==> src/rtl/fifo_uart_tx.sv <==
// fifo_uart_tx: drains a single-clock FIFO one byte at a time
// and sends each byte as an 8N1 UART frame on tx.
module fifo_uart_tx #(
  parameter int CLK_FREQ = 50_000_000,
  parameter int BAUD     = 9600
) (
  input  logic       sys_clk,
  input  logic       sys_rst_n,
  input  logic       empty,
  input  logic [7:0] po_data,
  output logic       rd_req,
  output logic       tx,
  output logic       busy
);

  localparam int BAUD_CNT_MAX = CLK_FREQ / BAUD;
  localparam logic [15:0] BAUD_LAST = 16'(BAUD_CNT_MAX - 1);

  typedef enum logic [1:0] {
    S_IDLE,
    S_READ,
    S_LOAD,
    S_SEND
  } state_t;

  state_t      r_state;
  logic        r_rd_req;
  logic        r_tx;
  logic [15:0] r_baud_cnt;
  logic [3:0]  r_bit_cnt;
  logic [7:0]  r_shift;

  always_ff @(posedge sys_clk or negedge sys_rst_n) begin
    if (!sys_rst_n) begin
      r_state    <= S_IDLE;
      r_rd_req   <= 1'b0;
      r_tx       <= 1'b1;
      r_baud_cnt <= 16'd0;
      r_bit_cnt  <= 4'd0;
      r_shift    <= 8'd0;
    end else begin
      case (r_state)
        S_IDLE: begin
          r_rd_req <= !empty;
          if (!empty)
            r_state <= S_READ;
        end
        S_READ: begin
          r_rd_req <= 1'b0;
          r_state  <= S_LOAD;
        end
        S_LOAD: begin
          r_shift    <= po_data;
          r_tx       <= 1'b0;
          r_baud_cnt <= 16'd0;
          r_bit_cnt  <= 4'd0;
          r_state    <= S_SEND;
        end
        S_SEND: begin
          if (r_baud_cnt == BAUD_LAST) begin
            r_baud_cnt <= 16'd0;
            if (r_bit_cnt == 4'd9) begin
              r_bit_cnt <= 4'd0;
              r_tx      <= 1'b1;
              r_state   <= S_IDLE;
            end else begin
              // ones shifted in behind the data become the stop bit
              r_bit_cnt <= r_bit_cnt + 4'd1;
              r_tx      <= r_shift[0];
              r_shift   <= {1'b1, r_shift[7:1]};
            end
          end else begin
            r_baud_cnt <= r_baud_cnt + 16'd1;
          end
        end
        default: r_state <= S_IDLE;
      endcase
    end
  end

  assign rd_req = r_rd_req;
  assign tx     = r_tx;
  assign busy   = (r_state != S_IDLE);

endmodule

==> config.mk <==
export PLATFORM = sky130hd
export DESIGN_NAME = fifo_uart_tx
export DESIGN_NICKNAME = d
export VERILOG_FILES = /design/src/rtl/fifo_uart_tx.sv
export SDC_FILE = /design/constraint.sdc
export NUM_CORES = 1
export LEC_CHECK = 0
export CAP_MARGIN = 20
export CORE_MARGIN = 5
export CORE_UTILIZATION = 52
export DETAILED_ROUTE_END_ITERATION = 10
export MAX_ROUTING_LAYER = met4
export PLACE_DENSITY = 0.8
export SYNTH_ARGS = -nofsm -noshare
export SYNTH_HDL_FRONTEND = slang
export SYNTH_SLANG_ARGS = --single-unit
==> constraint.sdc <==
create_clock -name sys_clk -period 1.8 [get_ports sys_clk]
set_input_delay 0.18 -clock sys_clk [delete_from_list [all_inputs] [get_ports sys_clk]]
set_output_delay 0.18 -clock sys_clk [all_outputs]
set_load 0.01 [all_outputs]
==> reports/qor.csv <==
stage,metric,value,unit
outcome,status,finished clean,
route,drt wl/cell,15.7,µm
global_routing,gr usage total,20.2,%
timing,Tmin final,1.75,ns
placement,IO buf count,13,
route,Via Count,1798,
logic_synthesis,Synth Area in Compound Gates,23.6,%
layout,Non-Filler Instances,299,
placement,dpl hpwl,3270,µm
floorplanning,Die Y,71.3,µm
layout,area delta synth->final,25.0,%
logic_synthesis,Synth Net Count,226,
setup_path,Reg-to-Reg Start,r_baud_cnt[7]$_DFFE_PN0P_,
cts,clk sinks,32,
layout,number of fill cells,279,
power,Net Sw Frac,40.7,%
cts,CTS Buffer Depth,2,
cts,H-tree depth,2,
setup_path,CP Capture Type,flop,
logic_synthesis,post-synthesis mux area share,4.16,%
timing,Max Clk Rate,572,MHz
floorplanning,Core Area,3660,µm²
timing,RSZ-0062 raised after global routing,true,
route,Post-DRT Antenna Nets,0,
power,PD cells,1320,nW/µm²
layout,layout cell share with drive strength beyond 1,21.5,%
timing,final slew viol count,0,
power,Seq pwr share,32.2,%
floorplanning,die width,71.3,µm
timing,crit share post-route,97.1,%
logic_synthesis,Syn Area/Cell,9.40,µm²
timing,Clock Skew,0.00961,ns
power,leakage,1.04,nW
timing,Setup TNS,0,ns
power,P_sw,0.00131,W
logic_synthesis,xor-xnor portion of the synthesized cell area,0,%
route,number of DRC markers in iteration 0,119,
power,Combinational Power Share,51.1,%
floorplanning,Row Count,22,
setup_path,Worst EP arrival,1.92,ns
placement,placed cells,285,
logic_synthesis,simple-gate share of the synthesized area,22.6,%
logic_synthesis,largest family of logic cells by synthesized area,compound AO/OA/AOI/OAI gates,
cts,CTS tree,done,
placement,gpl congestion,0.875,
logic_synthesis,sequential-to-total area share from yosys stat,41.0,%
power,clock power share,16.7,%
timing,Worst Tran Pin Value,0.423,ns
cts,total CTS buffers,5,
logic_synthesis,Post-Synth Adder-Cell Area,4.48,%
worst_hold_path,Hold WC Path Type,in -> async,
global_routing,largest net degree at the start of global routing,33,
layout,Register Area,802,µm²
route,post-DR vias/cell,6.01,
global_routing,vias in the first global route,1622,
global_routing,initial antenna violation count,0,
setup_path,Setup CP Type,reg -> reg,
placement,dpl ws,-0.0641,ns
layout,multi-input logic area,1090,µm²
layout,Nets,268,
logic_synthesis,count of cell types in the netlist,47,
global_routing,first-pass GRT wire length,7800,µm
logic_synthesis,Post-synth ARST share,100,%
timing,setup ws final,0.0514,ns
global_routing,"Remaining Overflow, GRT",0,
route,final wirelength,4680,µm
logic_synthesis,Mapped Area,1960,µm²
logic_synthesis,ys flop type,dfrtp_1,
layout,ant diodes,0,
cts,Root Driver,clkbuf_8,
floorplanning,Initial Util,53.4,%
route,detailed-route DRC error count,0,
cts,worst skew pair latency,0.29,ns
floorplanning,Ports,14,
timing,Slew headroom,71.5,%
power,worst IR drop on VDD,0.974,mV
timing,setup violators final,0,
cts,Clock transition at path regs,0.07,ns
cts,hold buffers post-CTS,0,
logic_synthesis,Syn Inst Count,208,
logic_synthesis,Ys Warns,0,
setup_path,Worst setup SP type,flop,
logic_synthesis,"flops & latches, synth",32,
setup_path,CP Max Fanout,4,
logic_synthesis,Post-synth EDFFs,0,
floorplanning,area of the die,5090,µm²
power,Tot Pwr,0.00322,W
setup_path,worst path required time,1.97,ns
power,Pint,0.00191,W
flow_run,max cap viols,0,
route,drt first pass iters,5,
setup_path,CP startpoint,r_baud_cnt[7]$_DFFE_PN0P_,
timing,Final Hold Vio Count,0,
metrics by stage:
stage | area [µm²] | utilization, % | hold WS [ns]
after detailed placement | 2290 | 62.6 | 0.478
after global placement | 2290 | 62.6 | 0.478
final | 2440 | 66.7 | 0.280
after CTS | 2380 | 65.1 | 0.298
after floorplan | 1960 | - | -0.116
after global routing | 2440 | 66.7 | 0.328
final timing paths:
check | end | slack, ns | cells past startpoint
worst min register to register | tx$_DFFE_PN1P_ | 0.49 | 2
worst max register to register | r_state[1]$_DFFE_PN0P_ | 0.05 | 4
max in group asynchronous | tx$_DFFE_PN1P_ | 1.18 | 2
worst max-delay path | r_state[1]$_DFFE_PN0P_ | 0.05 | 4
min in group sys_clk | tx$_DFFE_PN1P_ | 0.49 | 2
worst min-delay path | r_baud_cnt[14]$_DFFE_PN0P_ | 0.28 | 2
cell type report:
cell class / instances / area share, %
Clock buffer: 7 / 3.12
Timing Repair Buffer: 46 / 15.7
Multi-Input combinational cell: 158 / 44.6
Sequential cell: 32 / 32.8
Inverter: 7 / 1.08
Clock inverter: 1 / 0.205
Tap cell: 48 / 2.46
state kept, by name, indices dropped and copies added, names as in the netlist:
register / flops
r_shift: 8
tx: 1
rd_req: 1
r_baud_cnt: 16
r_bit_cnt: 4
r_state: 2
layer usage:
layer  share of wire (%)  wire length (µm)  global-route usage (%)  up-vias
li1                    -                 -                       -      875
met1                  47              2210                    27.1      851
met2                  45              2120                    29.4       62
met3                 5.6               262                    5.19       10
met4                 2.0                93                    7.31        0
met5                   0                 0                       -        -
cells in the final DEF (no fill, tap or decap), drive strengths merged, types with 8 or more instances in the layout:
| master | count |
|---|---|
| a21oi | 20 |
| a211oi | 9 |
| a31oi | 14 |
| nor3 | 11 |
| dfrtp | 31 |
| buf | 33 |
| nand2b | 8 |
| clkdlybuf4s50 | 12 |
| nand3 | 8 |
| nand2 | 18 |
| nor2 | 11 |
cell families (layout without fill, tap and decap cells):
family,Yosys count,count (layout)
mux,8,8
fa+ha+maj,7,7
buf+inv,18,61
simple gates,76,76
compound gates,67,67
flops,32,32
critical path, cell delays in order, from the launching register on:
cell and delay [ns]:
dfrtp_1 0.41, nor4b_4 0.43, a41oi_4 0.19, a221oi_2 0.24
mux2_1 0.35
synth_stat cells, drive strengths merged, types with 2 or more instances:
| library cell | instances | area [µm²] |
|---|---|---|
| clkbuf | 2 | 7.51 |
| a211oi | 9 | 67.6 |
| o31ai | 2 | 15.0 |
| and3 | 3 | 18.8 |
| nor4b | 2 | 47.6 |
| and4 | 3 | 26.3 |
| nand2b | 8 | 50.1 |
| nor2 | 11 | 41.3 |
| a21o | 2 | 15.0 |
| nor3 | 11 | 66.3 |
| nand4 | 3 | 25.0 |
| a41oi | 4 | 53.8 |
| dfrtp | 31 | 776 |
| ha | 7 | 87.6 |
| nand2 | 18 | 67.6 |
| nand3 | 8 | 40.0 |
| o21ai | 7 | 35.0 |
| a31oi | 14 | 87.6 |
| or3 | 2 | 12.5 |
| inv | 7 | 26.3 |
| nor4 | 2 | 12.5 |
| mux2i | 7 | 70.1 |
| a21oi | 20 | 100 |
| buf | 9 | 47.5 |
power groups by stage:
stage / registers, W / clock network [W] / logic (W)
after floorplan: 0.00103 / 0 / 0.00101
after global placement: 0.00104 / 0 / 0.00149
after detailed placement: 0.00104 / 0 / 0.00154
after CTS: 0.00103 / 0.000539 / 0.00156
after global routing: 0.00106 / 0.000579 / 0.00182
final: 0.00104 / 0.000538 / 0.00164
timing repair:
action                     CTS  global route
setup buffers                1             5
pin swaps                    1             4
gates cloned                 0             0
gates resized for setup      1             7
setup endpoints to repair    9            19
Note: power is estimated with default switching activity, not from simulation.
